<file path="src/rtl/fetch_instruction.sv">
// fetch_instruction
//   Fetch stage in front of decode. Owns the PC, keeps one instruction-memory
//   request in flight at a time, parks the returned word in an output register
//   and offers it (with its PC + PC_STEP) to decode over valid/ready.
//   Branch/jump redirects retarget the PC. A pending response is squashed if it
//   belongs to the old path. A sticky halt freezes the stage until reset.
//
// Ports
//   clk, rst            clock, asynchronous active-low reset
//   imem_req/addr       request to instruction memory (held until imem_ready)
//   imem_rdata/ready    one-cycle response pulse with the fetched word
//   instr_out/pc_plus2  instruction and its PC + PC_STEP, valid with instr_valid
//   instr_valid         output register holds a word for decode
//   decode_ready        decode accepts the word when instr_valid is high
//   redirect_en/pc      load a new fetch address
//   halt                stop fetching, sticky until reset
//   err                 sticky flag, set by a redirect to an odd address
module fetch_instruction #(
  parameter logic [15:0] RESET_PC = 16'h0000,
  parameter logic [15:0] PC_STEP  = 16'd2
) (
  input  logic        clk,
  input  logic        rst,
  output logic        imem_req,
  output logic [15:0] imem_addr,
  input  logic [15:0] imem_rdata,
  input  logic        imem_ready,
  output logic [15:0] instr_out,
  output logic [15:0] pc_plus2,
  output logic        instr_valid,
  input  logic        decode_ready,
  input  logic        redirect_en,
  input  logic [15:0] redirect_pc,
  input  logic        halt,
  output logic        err
);

  typedef enum logic [2:0] {
    S_ISSUE  = 3'd0,
    S_WAIT   = 3'd1,
    S_FULL   = 3'd2,
    S_SQUASH = 3'd3,
    S_HALT   = 3'd4
  } state_t;

  localparam logic [15:0] NOP = 16'h0800;

  state_t      r_state, w_state_nxt;
  logic [15:0] r_pc, w_pc_nxt;
  logic [15:0] r_addr;
  logic [15:0] r_instr, w_instr_nxt;
  logic [15:0] r_pc2, w_pc2_nxt;
  logic        r_err, w_err_nxt;

  logic [15:0] w_redir_pc;
  logic [15:0] w_pc_inc;

  // Odd targets are forced to halfword alignment; err records the event.
  assign w_redir_pc = {redirect_pc[15:1], 1'b0};
  assign w_pc_inc   = r_pc + PC_STEP;

  always_ff @(posedge clk or negedge rst) begin
    if (!rst) begin
      r_state <= S_ISSUE;
      r_pc    <= RESET_PC;
      r_addr  <= RESET_PC;
      r_instr <= NOP;
      r_pc2   <= 16'h0000;
      r_err   <= 1'b0;
    end else begin
      r_state <= w_state_nxt;
      r_pc    <= w_pc_nxt;
      r_instr <= w_instr_nxt;
      r_pc2   <= w_pc2_nxt;
      r_err   <= w_err_nxt;
      // The request address is captured on the way out of ISSUE so it stays
      // put for the whole request, even if a redirect moves the PC while the
      // old request is still being squashed.
      if (r_state == S_ISSUE) r_addr <= r_pc;
    end
  end

  always_comb begin
    w_state_nxt = r_state;
    w_pc_nxt    = r_pc;
    w_instr_nxt = r_instr;
    w_pc2_nxt   = r_pc2;
    w_err_nxt   = r_err;

    unique case (r_state)
      S_ISSUE: begin
        if (redirect_en) begin
          w_pc_nxt    = w_redir_pc;
          w_state_nxt = S_ISSUE;
        end else begin
          w_state_nxt = S_WAIT;
        end
      end
      S_WAIT: begin
        if (redirect_en) begin
          // A response landing this cycle belongs to the old path: drop it.
          w_pc_nxt    = w_redir_pc;
          w_state_nxt = imem_ready ? S_ISSUE : S_SQUASH;
        end else if (imem_ready) begin
          w_instr_nxt = imem_rdata;
          w_pc2_nxt   = w_pc_inc;
          w_pc_nxt    = w_pc_inc;
          w_state_nxt = S_FULL;
        end
      end
      S_FULL: begin
        // A transfer this cycle completes regardless of a redirect; either
        // way the register is free next cycle.
        if (redirect_en) begin
          w_pc_nxt    = w_redir_pc;
          w_state_nxt = S_ISSUE;
        end else if (decode_ready) begin
          w_state_nxt = S_ISSUE;
        end
      end
      S_SQUASH: begin
        if (redirect_en) w_pc_nxt = w_redir_pc;
        // Wait out the stale response before issuing on the new path.
        if (imem_ready) w_state_nxt = S_ISSUE;
      end
      S_HALT: begin
        w_state_nxt = S_HALT;
      end
      default: begin
        w_state_nxt = S_ISSUE;
      end
    endcase

    if (redirect_en && r_state != S_HALT && redirect_pc[0]) w_err_nxt = 1'b1;

    // Halt overrides any redirect or response in the same cycle.
    if (halt) begin
      w_state_nxt = S_HALT;
      w_pc_nxt    = r_pc;
      w_instr_nxt = r_instr;
      w_pc2_nxt   = r_pc2;
      w_err_nxt   = r_err;
    end
  end

  assign imem_req    = (r_state == S_WAIT) || (r_state == S_SQUASH);
  assign imem_addr   = r_addr;
  assign instr_out   = r_instr;
  assign pc_plus2    = r_pc2;
  assign instr_valid = (r_state == S_FULL);
  assign err         = r_err;

endmodule

</file>
<file path="config.mk">
export PLATFORM = sky130hd
export DESIGN_NAME = fetch_instruction
export DESIGN_NICKNAME = d
export VERILOG_FILES = /design/src/rtl/fetch_instruction.sv
export SDC_FILE = /design/constraint.sdc
export NUM_CORES = 1
export LEC_CHECK = 0
export CAP_MARGIN = 10
export CORE_UTILIZATION = 47
export DETAILED_ROUTE_END_ITERATION = 7
export GPL_ROUTABILITY_DRIVEN = 0
export PLACE_DENSITY = 0.89
export REMOVE_ABC_BUFFERS = 1
export SLEW_MARGIN = 30
export SYNTH_ARGS = -nofsm -noshare
export SYNTH_HDL_FRONTEND = slang
export SYNTH_SLANG_ARGS = --single-unit
</file>
<file path="constraint.sdc">
create_clock -name clk -period 2.3 [get_ports clk]
set_clock_uncertainty 0.05 [all_clocks]
set_input_delay 0.345 -clock clk [delete_from_list [all_inputs] [get_ports clk]]
set_output_delay 0.345 -clock clk [all_outputs]
set_load 0.01 [all_outputs]
</file>
==> flow_summary.yaml, run 1 <==
sta:
  minimum_clock_period_ns: 1.97
  hold_violations: 0
  slew_headroom_pct: 61.1
  worst-slew-pin-transition_ns: 0.583
  timing.final.setup_violations: 0
  timing.fmax_mhz: 508
  layout_worst_path_cycle_share_pct: 85.6
  fin_setup_tns_ns: 0
  slew_viol_final: 0
  grt_setup_unrepaired: "no"
  layout_setup_ws_ns: 0.331
setup_path:
  cp_max_fo: 8
  cp-start-kind: "register"
  timing.critical_path.required_ns: 1.90
  critical_path.slowest_cell: "clkdlybuf4s50_1"
  cp.arrival_ns: 1.57
  worst_setup_path_end_kind: "primary output"
  cp_cell_sequence: "nor3b_1 > clkdlybuf4s50_1"
  max_stage_delay_ns: 0.56
  critPathKind: "reg -> out"
logic_synthesis:
  yosysWarnings: 0
  synth.distinct_cells: 47
  largest_cells_by_area_after_synthesis: "dfrtp_1 (54%), mux2_2 (11%), o21ai_0 (3.6%)"
  synth.top_cells.by_count: "dfrtp_1 (64), mux2_2 (29), nand2_1 (26), o21ai_0 (21), nor2_1 (14)"
  synthesis.instances: 261
  synth_seq_area_share_pct: 55.2
  synth-edff-count: 0
  syn_avg_cell_area_um2: 11.3
  synth.top_cell.area_share_pct: 54.3
  synth_async_sr_flop_share_pct: 100
  synthMostInstantiatedCell: "dfrtp_1"
  netlist_area_pre_place_um2: 2950
  synth_area_leader_cell: "dfrtp_1"
  synth_flop_cell: "dfrtp_1"
  yosys_reg_bits: 65
global_routing:
  via_count_of_the_first_global_routing_pass: 2373
  antenna_found_initial: 0
  grt_util_all_layers_pct: 22.1
  grt_first_pass_wirelength_um: 10800
  grt_start_max_net_pins: 49
  grt_overflow: 0
final_layout:
  antenna-diode-count: 0
  nets: 393
  area.growth.synth_to_final_pct: 37.9
  final_layout_size_suffix_gt1_share_pct: 17.9
  layout.cell_area.non_filler_um2: 4070
placed_design:
  dpl_worst_slack_ns: 0.219
  post_dp_cell_area_um2: 3910
  detailed_place_hpwl_um: 4810
  io_buffer_count: 86
run:
  max_cap_viols: 0
route:
  routed-via-count: 2339
  drt-vias-per-instance: 5.41
  route.final.wire_length_um: 6640
  post-route-drc-count: 0
  drt_pre_antenna_iters: 4
  first_iter_violations: 141
  wl_per_cell_um: 15.4
  antenna_violating_nets_left: 0
power:
  vdd_ir_drop_max_mv: 0.387
  p_per_area_nw_per_um2: 659
  power_leakage_uw: 0.00174
cts:
  postCtsHoldBufs: 0
  cts-buffers-inserted: 9
  cts_resized: 0
  tritoncts: "done"
  post_cts_buffers: 0
  cts.sink_count: 65
  ctsHtreeMaxLevel: 3
  clkSlewWorstSetupHoldPaths_ns: 0.06
  clock_path_buffers: 2
  clkLatencyLatePin_ns: 0.33
  clock_tree.root_cell: "clkbuf_8"
floorplanning:
  floorplan.rows: 28
  die-height_um: 81.2
  die-area_um2: 6600
  core_area_um2: 5990
  effective_utilization_at_floorplan_pct: 49.3
  fp.dieW_um: 81.2
  boundaryPins: 89
min_path:
  min_path_type: "in -> async"
outcome:
  status: "complete, no violations"
## state kept, by name, summed over array words and instances, names as in the netlist
name,cells
err,1
pc_plus2,15
r_state,3
r_pc,15
instr_out,16
imem_addr,15
## logic make-up (layout without fill, tap and decap cells)
family	Yosys count	in the layout	synth area share, %
AO/OA/AOI/OAI	62	62	13.0
buffers and inverters	20	115	3.86
multiplexers	32	32	12.2
other	1	2	0.127
XOR/XNOR	13	13	3.86
AND/OR/NAND/NOR	67	67	11.4
flip-flops	65	65	55.2
adder cells (fa/ha/maj)	1	1	0.424
## placed cells by master, fill, tap and decap left out, types with 8 or more instances in the layout
cell type / count
clkdlybuf4s50_1: 85
nor2_1: 14
mux2_2: 29
dfrtp_1: 64
clkbuf_8: 11
buf_4: 12
o21ai_0: 21
nand2_1: 26
a21oi_1: 9
xnor2_1: 8
## path summary, 6_finish.rpt
path	startpoint	endpoint	slack [ns]	cells after the start
hold / removal	rst	instr_out[0]	0.05	2
max in group asynchronous	rst	r_pc[12]	1.47	3
min in group clk	pc_plus2[11]	pc_plus2[11]	0.43	2
hold reg to reg	pc_plus2[11]	pc_plus2[11]	0.43	2
setup reg to reg	r_pc[1]	r_pc[13]	0.38	6
setup / recovery	r_state[2]	instr_valid	0.33	2
## worst max-delay path, delay by kind of cell, from the launching register on
kind | cells | cell delay [ns]
buffers and inverters | 1 | 0.56
flip-flops | 1 | 0.47
AND/OR/NAND/NOR | 1 | 0.22
## report_power, final
part / total [uW] / leakage (uW) / internal [uW] / switching [uW]
combinational: 491 / 0.000807 / 300 / 191
sequential: 1360 / 0.000855 / 1260 / 101
clock: 831 / 0.0000826 / 440 / 390
## per-layer routing
layer,share of wire [%],global-route usage [%],wire (um)
met1,42,27.4,2800
met2,49,35.8,3230
met3,7.6,6.40,502
met4,1.7,9.82,110
met5,0,0,0
## per-stage QoR
stage               util, %  hold WS, ns  instances  total power (uW)
floorplan                 -    -0.000591        244              1560
global placement       65.2        0.413        418              1860
detailed placement     65.2        0.424        418              1870
CTS                    68.0       0.0694        432              2700
global route           68.0        0.116        432              2830
finish                 68.0       0.0541        432              2680
## cell type report
| type | instances | area (um^2) |
|---|---|---|
| Multi-Input combinational cell | 177 | 1210 |
| Fill cell | 452 | 1920 |
| Sequential cell | 65 | 1630 |
| Inverter | 2 | 7.51 |
| Clock buffer | 14 | 163 |
| Tap cell | 75 | 93.8 |
| Timing Repair Buffer | 99 | 966 |
Note: power is estimated with default switching activity, not from simulation.
==> inputs of run 2 (changes only) <==
==> constraint.sdc (replaced) <==
create_clock -name clk -period 2 [get_ports clk]
set_clock_uncertainty 0.05 [all_clocks]
set_input_delay 0.3 -clock clk [delete_from_list [all_inputs] [get_ports clk]]
set_output_delay 0.3 -clock clk [all_outputs]
set_load 0.01 [all_outputs]
==> flow_summary.yaml, run 2 (synthesized netlist as in run 1, its figures left out) <==
sta:
  slew_viol_final: 0
  hold_violations: 0
  minimum_clock_period_ns: 1.83
  timing.final.setup_violations: 0
  layout_worst_path_cycle_share_pct: 91.4
  fin_setup_tns_ns: 0
  grt_setup_unrepaired: "no"
  timing.fmax_mhz: 547
final_layout:
  finalNonFillerCells: 436
  largest_register_ff_count: 16
  nets: 395
  area.growth.synth_to_final_pct: 40.2
  commonest_cells_after_routing_fill_and_taps_aside: "clkdlybuf4s50_1 (84), dfrtp_1 (61), mux2_2 (29)"
  final_layout_size_suffix_gt1_share_pct: 19.1
  antenna-diode-count: 0
  layout_commonest_cell: "clkdlybuf4s50_1"
power:
  power_leakage_uw: 0.00179
  vdd_ir_drop_max_mv: 0.495
  p_per_area_nw_per_um2: 763
route:
  first_iter_violations: 104
  wl_per_cell_um: 15.2
  antenna_violating_nets_left: 0
  route.final.wire_length_um: 6630
  drt_pre_antenna_iters: 4
  routed-via-count: 2355
  post-route-drc-count: 0
  drt-vias-per-instance: 5.40
setup_path:
  timing.critical_path.max_delay_family: "simple AND/OR/NAND/NOR gates"
  cp.arrival_ns: 2.00
  critical_path.slowest_cell: "dfrtp_1"
  cp-start-kind: "register"
  cp_max_fo: 6
  timing.critical_path.required_ns: 2.17
  worstRegToRegCells: 6
  cp_cell_sequence: "ha_1 > nand3_2 > nor2_1 > and4_1 > o21ai_0 > o2bb2ai_1"
  critPathKind: "reg -> reg"
  r2r_slack_ns: 0.17
  regToRegEndpoint: "r_pc[13]"
  path_buf_inv: 0
  max_stage_delay_ns: 0.38
  worst_setup_path_end_kind: "register"
  rr_startpoint: "r_pc[2]"
cts:
  cts.sink_count: 65
  clkLatencyLatePin_ns: 0.34
  clock_path_buffers: 2
  cts-buffers-inserted: 9
  clock_tree.root_cell: "clkbuf_8"
  ctsHtreeMaxLevel: 3
  tritoncts: "done"
  clkSlewWorstSetupHoldPaths_ns: 0.07
global_routing:
  grt_util_all_layers_pct: 21.8
  antenna_found_initial: 0
  grt_overflow: 0
  grt_first_pass_wirelength_um: 10700
  via_count_of_the_first_global_routing_pass: 2346
  grt_start_max_net_pins: 66
run:
  max_cap_viols: 0
min_path:
  worst_hold_path.endpoint: "pc_plus2[9]"
  min-delay-start: "pc_plus2[9]"
  hold_crit_depth: 2
  min_path_type: "reg -> reg"
outcome:
  status: "complete, no violations"
floorplanning:
  boundaryPins: 89
  core_area_um2: 5990
  die-area_um2: 6600
  effective_utilization_at_floorplan_pct: 49.3
  fp.dieW_um: 81.2
  floorplan.rows: 28
  die-height_um: 81.2
placed_design:
  io_buffer_count: 86
  detailed_place_hpwl_um: 4550
  placed_cells: 419
==> run 2: power by group <==
group | switching (uW) | internal [uW] | leakage (uW) | total [uW]
registers | 112 | 1450 | 0.000851 | 1560
clock network | 458 | 555 | 0.0000910 | 1010
logic | 225 | 356 | 0.000845 | 581
total | 796 | 2360 | 0.00179 | 3160
==> run 2: per-layer routing <==
layer / up-vias / GRT usage, % / routed length [um]
met5: - / 0 / 0
met4: 0 / 11.6 / 107
met1: 1148 / 26.5 / 2760
met3: 11 / 5.17 / 482
li1: 1112 / - / -
met2: 84 / 35.8 / 3280
==> run 2: worst min-delay path, cell delays in order, from the launching register on <==
cell and delay [ns]:
dfrtp_1 0.35, nand2_1 0.05, o21ai_0 0.06
==> run 2: what timing repair did <==
item | in CTS | in global routing
gates resized for setup | 0 | 4
hold buffers | 1 | 0
setup buffers | 0 | 0
endpoints found under the setup margin | 0 | 1
hold endpoints to repair | 64 | 0
==> run 2: area by class of cell <==
cell class / count / area, um^2
flip-flops and latches: 65 / 1630
fillers: 422 / 1850
inverters: 2 / 7.51
multi-input cells: 177 / 1210
well taps: 75 / 93.8
repair buffers: 101 / 1010
clock buffers: 16 / 180
==> run 2: worst max-delay path by stage <==
| stage | end | start | depth (start not counted) |
|---|---|---|---|
| after floorplan | instr_out[0] | r_state[0] | 4 |
| after global placement | instr_out[3] | imem_ready | 6 |
| after detailed placement | instr_out[4] | imem_ready | 6 |
| after CTS | instr_valid | r_state[1] | 2 |
| after global routing | r_pc[13] | r_pc[2] | 6 |
| final | r_pc[13] | r_pc[2] | 6 |
==> run 2: metrics by stage <==
step	util, %	instance area, um^2	hold slack, ns	worst slack, ns	power, uW
global route	69.1	4140	0.469	0.0176	3310
detailed placement	65.8	3940	0.297	0.0812	2160
floorplan	-	2850	-0.0456	0.0158	1800
CTS	69.0	4130	0.448	0.0275	3180
finish	69.1	4140	0.440	0.173	3160
global placement	65.8	3940	0.290	0.113	2140
